<file path="config.mk">
export PLATFORM = sky130hd
export DESIGN_NAME = vga_scan_gen
export DESIGN_NICKNAME = d
export VERILOG_FILES = /design/src/rtl/vga_scan_gen.sv
export SDC_FILE = /design/constraint.sdc
export NUM_CORES = 1
export LEC_CHECK = 0
export ABC_AREA = 1
export BUFFER_PORTS_ARGS = -buffer_cell sky130_fd_sc_hd__buf_2
export CORE_MARGIN = 4
export CORE_UTILIZATION = 50
export CTS_CLUSTER_SIZE = 40
export DETAILED_ROUTE_END_ITERATION = 10
export PLACE_DENSITY = 0.86
export SLEW_MARGIN = 0
export SYNTH_ARGS = -nofsm -noshare
export SYNTH_HDL_FRONTEND = slang
export SYNTH_SLANG_ARGS = --single-unit
</file>
<file path="constraint.sdc">
create_clock -name clk -period 1.5 [get_ports clk]
set_input_delay 0.3 -clock clk [delete_from_list [all_inputs] [get_ports clk]]
set_output_delay 0.3 -clock clk [all_outputs]
set_load 0.05 [all_outputs]
</file>
<file path="src/rtl/vga_scan_gen.sv">
// vga_scan_gen: raster counters, VGA sync/blank decode
// and a short delay line that aligns sync with drawing.
module vga_scan_gen #(
  parameter int H_ACTIVE   = 640,
  parameter int H_FP       = 16,
  parameter int H_SYNC     = 96,
  parameter int H_BP       = 48,
  parameter int V_ACTIVE   = 480,
  parameter int V_FP       = 10,
  parameter int V_SYNC     = 2,
  parameter int V_BP       = 33,
  parameter int PIPE_DELAY = 2
) (
  input  logic               clk,
  input  logic               resetN,
  input  logic               clkEn,
  output logic signed [10:0] pixelX,
  output logic signed [10:0] pixelY,
  output logic               startOfFrame,
  output logic               hSyncN,
  output logic               vSyncN,
  output logic               blankN
);

  localparam int H_TOTAL = H_ACTIVE + H_FP + H_SYNC + H_BP;
  localparam int V_TOTAL = V_ACTIVE + V_FP + V_SYNC + V_BP;

  localparam logic signed [10:0] X_LAST = 11'(H_TOTAL - 1);
  localparam logic signed [10:0] Y_LAST = 11'(V_TOTAL - 1);
  localparam logic signed [10:0] X_VIS  = 11'(H_ACTIVE);
  localparam logic signed [10:0] Y_VIS  = 11'(V_ACTIVE);
  localparam logic signed [10:0] HS_BEG = 11'(H_ACTIVE + H_FP);
  localparam logic signed [10:0] HS_END =
    11'(H_ACTIVE + H_FP + H_SYNC - 1);
  localparam logic signed [10:0] VS_BEG = 11'(V_ACTIVE + V_FP);
  localparam logic signed [10:0] VS_END =
    11'(V_ACTIVE + V_FP + V_SYNC - 1);

  logic x_wrap;
  logic y_wrap;
  logic hs0;
  logic vs0;
  logic bl0;

  assign x_wrap = (pixelX == X_LAST);
  assign y_wrap = (pixelY == Y_LAST);

  // Raster counters; reset parks them on the last pixel of a frame
  always_ff @(posedge clk or negedge resetN) begin
    if (!resetN) begin
      pixelX <= X_LAST;
      pixelY <= Y_LAST;
    end else if (clkEn) begin
      if (x_wrap) begin
        pixelX <= '0;
        pixelY <= y_wrap ? '0 : pixelY + 11'sd1;
      end else begin
        pixelX <= pixelX + 11'sd1;
      end
    end
  end

  // Single-clk frame-start pulse on the (last,last)->(0,0) step
  always_ff @(posedge clk or negedge resetN) begin
    if (!resetN) begin
      startOfFrame <= 1'b0;
    end else begin
      startOfFrame <= clkEn & x_wrap & y_wrap;
    end
  end

  // Stage-0 decode straight from the counter registers
  always_comb begin
    hs0 = ~((pixelX >= HS_BEG) && (pixelX <= HS_END));
    vs0 = ~((pixelY >= VS_BEG) && (pixelY <= VS_END));
    bl0 = (pixelX < X_VIS) && (pixelY < Y_VIS);
  end

  generate
    if (PIPE_DELAY == 0) begin : g_nodly
      assign hSyncN = hs0;
      assign vSyncN = vs0;
      assign blankN = bl0;
    end else begin : g_dly
      logic [PIPE_DELAY-1:0] hs_q;
      logic [PIPE_DELAY-1:0] vs_q;
      logic [PIPE_DELAY-1:0] bl_q;

      // Shift decode through PIPE_DELAY pixel steps
      always_ff @(posedge clk or negedge resetN) begin
        if (!resetN) begin
          hs_q <= '1;
          vs_q <= '1;
          bl_q <= '0;
        end else if (clkEn) begin
          hs_q <= PIPE_DELAY'({hs_q, hs0});
          vs_q <= PIPE_DELAY'({vs_q, vs0});
          bl_q <= PIPE_DELAY'({bl_q, bl0});
        end
      end

      assign hSyncN = hs_q[PIPE_DELAY-1];
      assign vSyncN = vs_q[PIPE_DELAY-1];
      assign blankN = bl_q[PIPE_DELAY-1];
    end
  endgenerate

endmodule
</file>
==> flow_summary.ini, run 1 <==
[clocking]
clockBufferDepth = 2
cts_max_level = 2
cts-root-buf = clkbuf_4
numCtsBuffers = 5
path_clk_slew_ns = 0.09
clk_latency_ns = 0.32
cts_num_sinks = 29
cts_tree = done

[logic_synthesis]
ys_types = 25
synthAdderAreaFrac_pct = 3.68
synth_xor_area_share_pct = 3.61
synth-seq-area-share_pct = 43.7
synth_top_family_by_area = simple AND/OR/NAND/NOR gates
syn_nets = 228
syn_inst = 220
synth.avg_cell_area_sq_um = 7.73
yosys_warnings = 0
synth_area_sq_mm = 0.00170
synth_seq_cells = 29
synth.area.mux_share_pct = 0
synth_compound_area_share_pct = 8.39
synthSimpleGateAreaFrac_pct = 34.4

[final_layout]
n_antenna_cell = 0
drive_gt1_share_pct = 39.3
stdcell_count = 316
area_delta_synth_final_pct = 36.3
final_core_util_pct = 73.5
final_cell_area_sq_mm = 0.00232
fill_cells = 256
finalNetCount = 279

[sta]
timing.final.ws_setup_ns = -0.0250
hold_violations = 0
setup_viol = 4
worst_slew_pin_slew_ns = 0.413
skew_ns = 0.00894
report.final.slew_viol_count = 0
slew_headroom_pct = 72.4
fin_crit_sh_pct = 102
fmax_mhz = 656
holdWs_ns = 0.365
period_minus_slack_ns = 1.52
timing.setup.tns_ns = -0.0570
rsz0062_at_grt = yes

[outcome]
violations = negative setup slack
status = finished with violations

[die]
ios = 29
die-area_sq_mm = 0.00440
die_w_microns = 66.3
initial_core_util_pct = 53.9
core_sq_mm = 0.00315
num_rows = 20
die_height_microns = 66.3

[placed_design]
dp.cells = 299
numPortBuffers = 28
placed_cell_area_sq_mm = 0.00198
place.gp.congestion = 0.853
dp_slack_ns = -0.0202
hpwl_microns = 2940

[worst_setup_path]
critPathMaxFanout = 8
required_ns = 1.75
arrival_ns = 1.78
end_kind = flop
crit_type = flop to flop
start_kind = flop
rrSetupSlack_ns = -0.02

[drt]
wirelength_microns = 4410
vias = 1679
via_per_inst = 5.31
drt_first_pass_iters = 4
wl_per_cell_microns = 14.0
drtIter0Drc = 172
antenna_left = 0
drc = 0

[pwr]
p_leak_nw = 1.05
power_density_mw_per_mm2 = 1090
ir_drop_mv = 0.510
p_total_mw = 2.53

[global_route]
overflow = 0
grt_pass1_wl_microns = 6790
antenna_found_initial = 0
grt_max_degree = 19
grt_pass1_vias = 1471
grt_usage_pct = 20.4

[hold_path]
hp-class = primary input to flop

[job]
cap_viol_max_count = 0
## logic make-up after synthesis
| kind of cell | after synthesis |
|---|---|
| buf+inv | 25 |
| flops | 29 |
| xor+xnor | 7 |
| simple gates | 127 |
| compound gates | 27 |
| fa+ha+maj | 5 |
## sequential cells by signal, summed over array words and instances, names as in the netlist
signal and cells:
pixelX 11, g_dly.bl_q 2, g_dly.hs_q 2, pixelY 11, g_dly.vs_q 2, startOfFrame 1
## per-layer routing
layer	global-route usage (%)	wire length [microns]	vias up
li1	-	-	815
met5	0	0	-
met3	4.76	279	12
met1	26.3	1800	785
met4	6.09	89	0
met2	33.7	2250	67
## report_power, final
part | internal (mW) | leakage, nW | switching (mW) | total [mW]
logic | 0.257 | 0.694 | 0.687 | 0.944
clock network | 0.231 | 0.0326 | 0.261 | 0.492
registers | 0.945 | 0.326 | 0.149 | 1.09
## Yosys cell counts
cell type | count | share of area [%]
a21oi_1 | 6 | 1.8
buf_4 | 1 | 0.44
buf_6 | 1 | 0.66
clkbuf_1 | 1 | 0.22
dfrtp_1 | 15 | 22
dfstp_2 | 14 | 22
ha_1 | 5 | 3.7
inv_1 | 21 | 4.6
inv_2 | 1 | 0.22
nand2_1 | 59 | 13
nand2_2 | 2 | 0.74
nand3_1 | 17 | 5.0
nand3_2 | 1 | 0.59
nand4_1 | 6 | 2.2
nand4_4 | 1 | 1.3
nor2_1 | 31 | 6.8
nor2_2 | 1 | 0.37
nor2_4 | 3 | 2.0
nor3_1 | 5 | 1.5
nor3_4 | 1 | 0.96
o211a_1 | 1 | 0.59
o21ai_0 | 13 | 3.8
o21ai_1 | 6 | 1.8
o21bai_1 | 1 | 0.44
xor2_1 | 7 | 3.6
## timing repair
action	in CTS	in global routing
gates cloned	0	1
hold endpoints to repair	10	0
setup endpoints to repair	20	26
pin swaps	6	7
resized for setup	10	44
hold buffers	1	0
setup buffers	4	3
## cell type report
cell class | count | area, sq um | area share [%]
multi-input cells | 166 | 1000 | 43.3
flip-flops and latches | 29 | 754 | 32.6
repair buffers | 47 | 360 | 15.6
inverters | 22 | 85.1 | 3.67
clock buffers | 8 | 58.8 | 2.54
well taps | 44 | 55.1 | 2.38
## final timing paths
check                                                from                   endpoint  cells past startpoint
worst max-delay path                pixelX[0]$_DFFE_PN1P_     pixelY[10]$_DFFE_PN0P_                      7
worst min-delay path                                clkEn      pixelX[3]$_DFFE_PN1P_                      4
worst max register to register      pixelX[0]$_DFFE_PN1P_     pixelY[10]$_DFFE_PN0P_                      7
worst min register to register  g_dly.hs_q[1]$_DFFE_PN1P_  g_dly.hs_q[1]$_DFFE_PN1P_                      2
max in group asynchronous                          resetN      pixelX[9]$_DFFE_PN1P_                      3
min in group asynchronous                          resetN      pixelY[0]$_DFFE_PN0P_                      2
## placed cells by master, fill, tap and decap left out, types with 4 or more instances in the layout
cell type,synthesis,layout
a21oi_1,6,5
buf_2,0,19
buf_4,1,16
buf_6,1,4
clkbuf_4,0,9
dfrtp_1,15,12
dfstp_2,14,12
inv_1,21,20
nand2_1,59,51
nand2_2,2,5
nand2_4,0,5
nand3_1,17,15
nand4_1,6,6
nor2_1,31,26
nor2_4,3,6
nor3_1,5,4
o21ai_0,13,9
o21ai_2,0,8
xor2_1,7,7
## worst max-delay path, cell delays in order (launching register included)
cell	delay (ns)
dfstp_4	0.65
ha_4	0.15
nand3_4	0.07
inv_4	0.08
nand3_4	0.09
nor2_4	0.21
nand3_1	0.11
o21ai_1	0.09
Note: power is estimated with default switching activity, not from simulation.
==> run 2, diff against run 1 <==
--- a/config.mk
+++ b/config.mk
@@ -7,11 +7,11 @@
 export LEC_CHECK = 0
 export ABC_AREA = 1
 export BUFFER_PORTS_ARGS = -buffer_cell sky130_fd_sc_hd__buf_2
-export CORE_MARGIN = 4
 export CORE_UTILIZATION = 50
 export CTS_CLUSTER_SIZE = 40
 export DETAILED_ROUTE_END_ITERATION = 10
 export PLACE_DENSITY = 0.86
+export SKIP_CTS_REPAIR_TIMING = 1
 export SLEW_MARGIN = 0
 export SYNTH_ARGS = -nofsm -noshare
 export SYNTH_HDL_FRONTEND = slang
==> flow_summary.ini, run 2 (same netlist as run 1, synthesis figures left out) <==
[final_layout]
area_delta_synth_final_pct = 31.9
drive_gt1_share_pct = 33.6
finalNetCount = 278
mostFrequentLayoutCell = nand2_1
stdcell_count = 315
final_core_util_pct = 71.7
top_regs = pixelX x11, pixelY x11
n_antenna_cell = 0
final_cell_mix = nand2_1 (57), nor2_1 (26), inv_1 (20), buf_2 (20), buf_4 (15)

[drt]
wirelength_microns = 4100
antenna_left = 0
drtIter0Drc = 61
via_per_inst = 5.27
drt_first_pass_iters = 5
drc = 0
wl_per_cell_microns = 13.0
vias = 1660

[worst_setup_path]
arrival_ns = 1.82
path_cells = ha_4, nand3_4, inv_4, nand3_4, nor2_4, nand3_2, o21ai_1
end_kind = flop
critical-path-top-delay-family = flip-flops
cpMostUsedCell = nand3_4
cpMaxStageDelayCell = dfstp_4
crit_type = flop to flop
critPathMaxFanout = 8
start_kind = flop
critical_path_buf_inv_count = 1
critPathMaxStageDelay_ns = 0.65
required_ns = 1.75

[die]
ios = 29
die_height_microns = 60.3
num_rows = 20
die_w_microns = 60.3
core_sq_mm = 0.00313
initial_core_util_pct = 54.4
die-area_sq_mm = 0.00364

[global_route]
grt_pass1_wl_microns = 6470
grt_pass1_vias = 1464
grt_usage_pct = 24.6
overflow = 0
grt_max_degree = 30
antenna_found_initial = 0

[sta]
fin_crit_sh_pct = 105
worst_slew_pin_slew_ns = 0.360
timing.final.ws_setup_ns = -0.0687
timing.setup.tns_ns = -0.574
skew_ns = 0.0103
holdWs_ns = 0.282
setup_viol = 17
hold_violations = 0
period_minus_slack_ns = 1.57
report.final.slew_viol_count = 0
fmax_mhz = 637
slew_headroom_pct = 76.0
rsz0062_at_grt = yes

[clocking]
cts_max_level = 2
clockBufferDepth = 2
cts_num_sinks = 29
path_clk_slew_ns = 0.10
numCtsBuffers = 5
clk_latency_ns = 0.33
cts-root-buf = clkbuf_4
cts_tree = done

[placed_design]
dp_slack_ns = -0.0593
hpwl_microns = 2780
dp.cells = 300
numPortBuffers = 28
place.gp.congestion = 0.899

[pwr]
p_leak_nw = 1.02
ir_drop_mv = 0.413
power_density_mw_per_mm2 = 1160

[outcome]
violations = negative setup slack
status = finished with violations

[hold_path]
hp-class = primary input to flop

[job]
cap_viol_max_count = 0
## run 2: layout make-up
class | instances | area (sq um)
Multi-Input combinational cell | 166 | 937
Fill cell | 240 | 885
Sequential cell | 29 | 753
Timing Repair Buffer | 46 | 354
Inverter | 22 | 85.1
Clock buffer | 8 | 58.8
Tap cell | 44 | 55.1
## run 2: worst paths after layout
path / start / to / slack (ns) / cells past startpoint
min in group asynchronous: resetN / pixelX[6]$_DFFE_PN0P_ / 0.49 / 3
max in group asynchronous: resetN / g_dly.vs_q[1]$_DFFE_PN1P_ / 0.69 / 3
min: clkEn / g_dly.hs_q[1]$_DFFE_PN1P_ / 0.28 / 3
max: pixelX[0]$_DFFE_PN1P_ / pixelY[10]$_DFFE_PN0P_ / -0.07 / 7
min reg2reg: g_dly.vs_q[1]$_DFFE_PN1P_ / g_dly.vs_q[1]$_DFFE_PN1P_ / 0.47 / 2
max reg2reg: pixelX[0]$_DFFE_PN1P_ / pixelY[10]$_DFFE_PN0P_ / -0.07 / 7
## run 2: worst reg2reg max path, delay by kind of cell (launching register included)
kind,cells,cell delay [ns]
compound gates,1,0.08
fa+ha+maj,1,0.16
flops,1,0.65
simple gates,4,0.51
buf+inv,1,0.08
## run 2: power by group
group	switching, mW	total (mW)	internal [mW]	leakage (nW)
logic	0.701	1.01	0.314	0.660
clock network	0.273	0.504	0.231	0.0326
registers	0.148	1.09	0.945	0.328
## run 2: stage by stage
stage / area (sq um) / total power [mW]
final: 2240 / 2.61
after global routing: 2240 / 2.74
after CTS: 2050 / 2.45
after detailed placement: 1990 / 1.95
after global placement: 1990 / 1.91
after floorplan: 1730 / 1.73
## run 2: layer usage
metal  vias to the layer above  part of all wire, %  track usage, %
li1                        815                    -               -
met1                       762                   41            30.7
met2                        70                   50            39.6
met3                        13                  5.5            6.49
met4                         0                  3.6            12.0
met5                         -                    0               0
==> run 3, diff against run 2 <==
--- a/config.mk
+++ b/config.mk
@@ -12,6 +12,7 @@
 export DETAILED_ROUTE_END_ITERATION = 10
 export PLACE_DENSITY = 0.86
 export SKIP_CTS_REPAIR_TIMING = 1
+export SKIP_LAST_GASP = 1
 export SLEW_MARGIN = 0
 export SYNTH_ARGS = -nofsm -noshare
 export SYNTH_HDL_FRONTEND = slang
==> flow_summary.ini, run 3 (same netlist as run 1, synthesis figures left out) <==
[global_route]
overflow = 0
gr-usage-met2_pct = 39.6
grt_busiest_layer = met2
grt_max_degree = 30
antenna_found_initial = 0
grt_pass1_wl_microns = 6470
grt_pass1_vias = 1464
grt_usage_pct = 24.6
met3_usage_pct = 6.49
grtUsageMet1_pct = 30.7

[worst_setup_path]
cpMostUsedCell = nand3_4
required_ns = 1.76
arrival_ns = 1.82
critical_path_buf_inv_count = 1
critical-path-top-delay-family = flip-flops
end_kind = flop
start_kind = flop
crit_type = flop to flop
path_cells = ha_4, nand3_4, inv_4, nand3_4, nor2_4, nand3_2, o21ai_1
critPathMaxStageDelay_ns = 0.65
critPathMaxFanout = 8
cpMaxStageDelayCell = dfstp_4

[final_layout]
final_cell_area_sq_mm = 0.00224
n_antenna_cell = 0
final_cell_mix = nand2_1 (58), nor2_1 (27), inv_1 (20), buf_2 (20), buf_4 (15)
fill_cells = 243
seq_area_sq_um = 753
area_delta_synth_final_pct = 31.6
mostFrequentLayoutCell = nand2_1
finalNetCount = 278
multi_input_area_sq_um = 932
stdcell_count = 315
top_regs = pixelX x11, pixelY x11
drive_gt1_share_pct = 32.8

[die]
core_sq_mm = 0.00313
die_height_microns = 60.3
die_w_microns = 60.3
die-area_sq_mm = 0.00364
ios = 29
initial_core_util_pct = 54.4
num_rows = 20

[sta]
report.final.slew_viol_count = 0
skew_ns = 0.0114
slew_headroom_pct = 75.8
worst_slew_pin_slew_ns = 0.364
hold_violations = 0
period_minus_slack_ns = 1.57
timing.final.ws_setup_ns = -0.0689
fin_crit_sh_pct = 105
rsz0062_at_grt = yes
setup_viol = 17
fmax_mhz = 637

[clocking]
cts_tree = done
cts_max_level = 2
path_clk_slew_ns = 0.10
numCtsBuffers = 5
cts-root-buf = clkbuf_4
clockBufferDepth = 2
clk_latency_ns = 0.33
cts_num_sinks = 29

[pwr]
p_total_mw = 2.61
ir_drop_mv = 0.414
power_density_mw_per_mm2 = 1160
p_leak_nw = 1.02

[outcome]
violations = negative setup slack
status = finished with violations

[placed_design]
dp.cells = 300
place.gp.congestion = 0.899
hpwl_microns = 2780
numPortBuffers = 28
dp_slack_ns = -0.0593
placed_cell_area_sq_mm = 0.00199

[job]
cap_viol_max_count = 0

[drt]
antenna_left = 0
via_per_inst = 5.27
drtIter0Drc = 57
drc = 0
vias = 1659
wl_per_cell_microns = 13.0
drt_first_pass_iters = 4
wirelength_microns = 4090

[hold_path]
hp-class = primary input to flop
## run 3: cell count changes in the layout (fill, tap and decap cells not counted)
cell	change
nand2_1	+1
nand2_2	-1
nor2_1	+1
nor2_2	-1
o21ai_0	+2
o21ai_1	-2
## run 3: cell type report
type                            count  share of cell area [%]
Sequential cell                    29                    33.7
Inverter                           22                    3.80
Tap cell                           44                    2.46
Multi-Input combinational cell    166                    41.6
Timing Repair Buffer               46                    15.8
Clock buffer                        8                    2.63
## run 3: worst paths after layout
path                                      startpoint                        end  slack [ns]  cells past startpoint
max in group asynchronous                     resetN  g_dly.vs_q[1]$_DFFE_PN1P_        0.69                      3
min                                            clkEn  g_dly.hs_q[1]$_DFFE_PN1P_        0.28                      3
max reg2reg                    pixelX[0]$_DFFE_PN1P_     pixelY[10]$_DFFE_PN0P_       -0.07                      7
min in group asynchronous                     resetN      pixelX[6]$_DFFE_PN0P_        0.49                      3
min reg2reg                g_dly.vs_q[1]$_DFFE_PN1P_  g_dly.vs_q[1]$_DFFE_PN1P_        0.47                      2
max                            pixelX[0]$_DFFE_PN1P_     pixelY[10]$_DFFE_PN0P_       -0.07                      7
## run 3: worst register-to-register path, stage by stage (launching register included)
cell and delay [ns]:
dfstp_4 0.65, ha_4 0.16, nand3_4 0.09, inv_4 0.08
nand3_4 0.08, nor2_4 0.24, nand3_2 0.10, o21ai_1 0.08
## run 3: metrics by stage
stage               setup TNS, ns  util (%)  hold WS, ns
finish                     -0.572      71.6        0.278
global route                -2.34      71.6        0.293
CTS                         -1.16      65.4      -0.0348
detailed placement         -0.336      63.6        0.327
global placement                0      63.6        0.322
floorplan                  -0.489         -      0.00441
## run 3: power by group
| part | internal (mW) | switching, mW | total, mW | leakage, nW |
|---|---|---|---|---|
| registers | 0.945 | 0.147 | 1.09 | 0.328 |
| logic | 0.313 | 0.697 | 1.01 | 0.660 |
| clock network | 0.231 | 0.274 | 0.505 | 0.0326 |
## run 3: layer usage
metal | part of all wire, % | vias up
met3 | 4.8 | 14
met4 | 3.6 | 0
met1 | 41 | 768
met5 | 0 | -
met2 | 50 | 59
li1 | - | 818
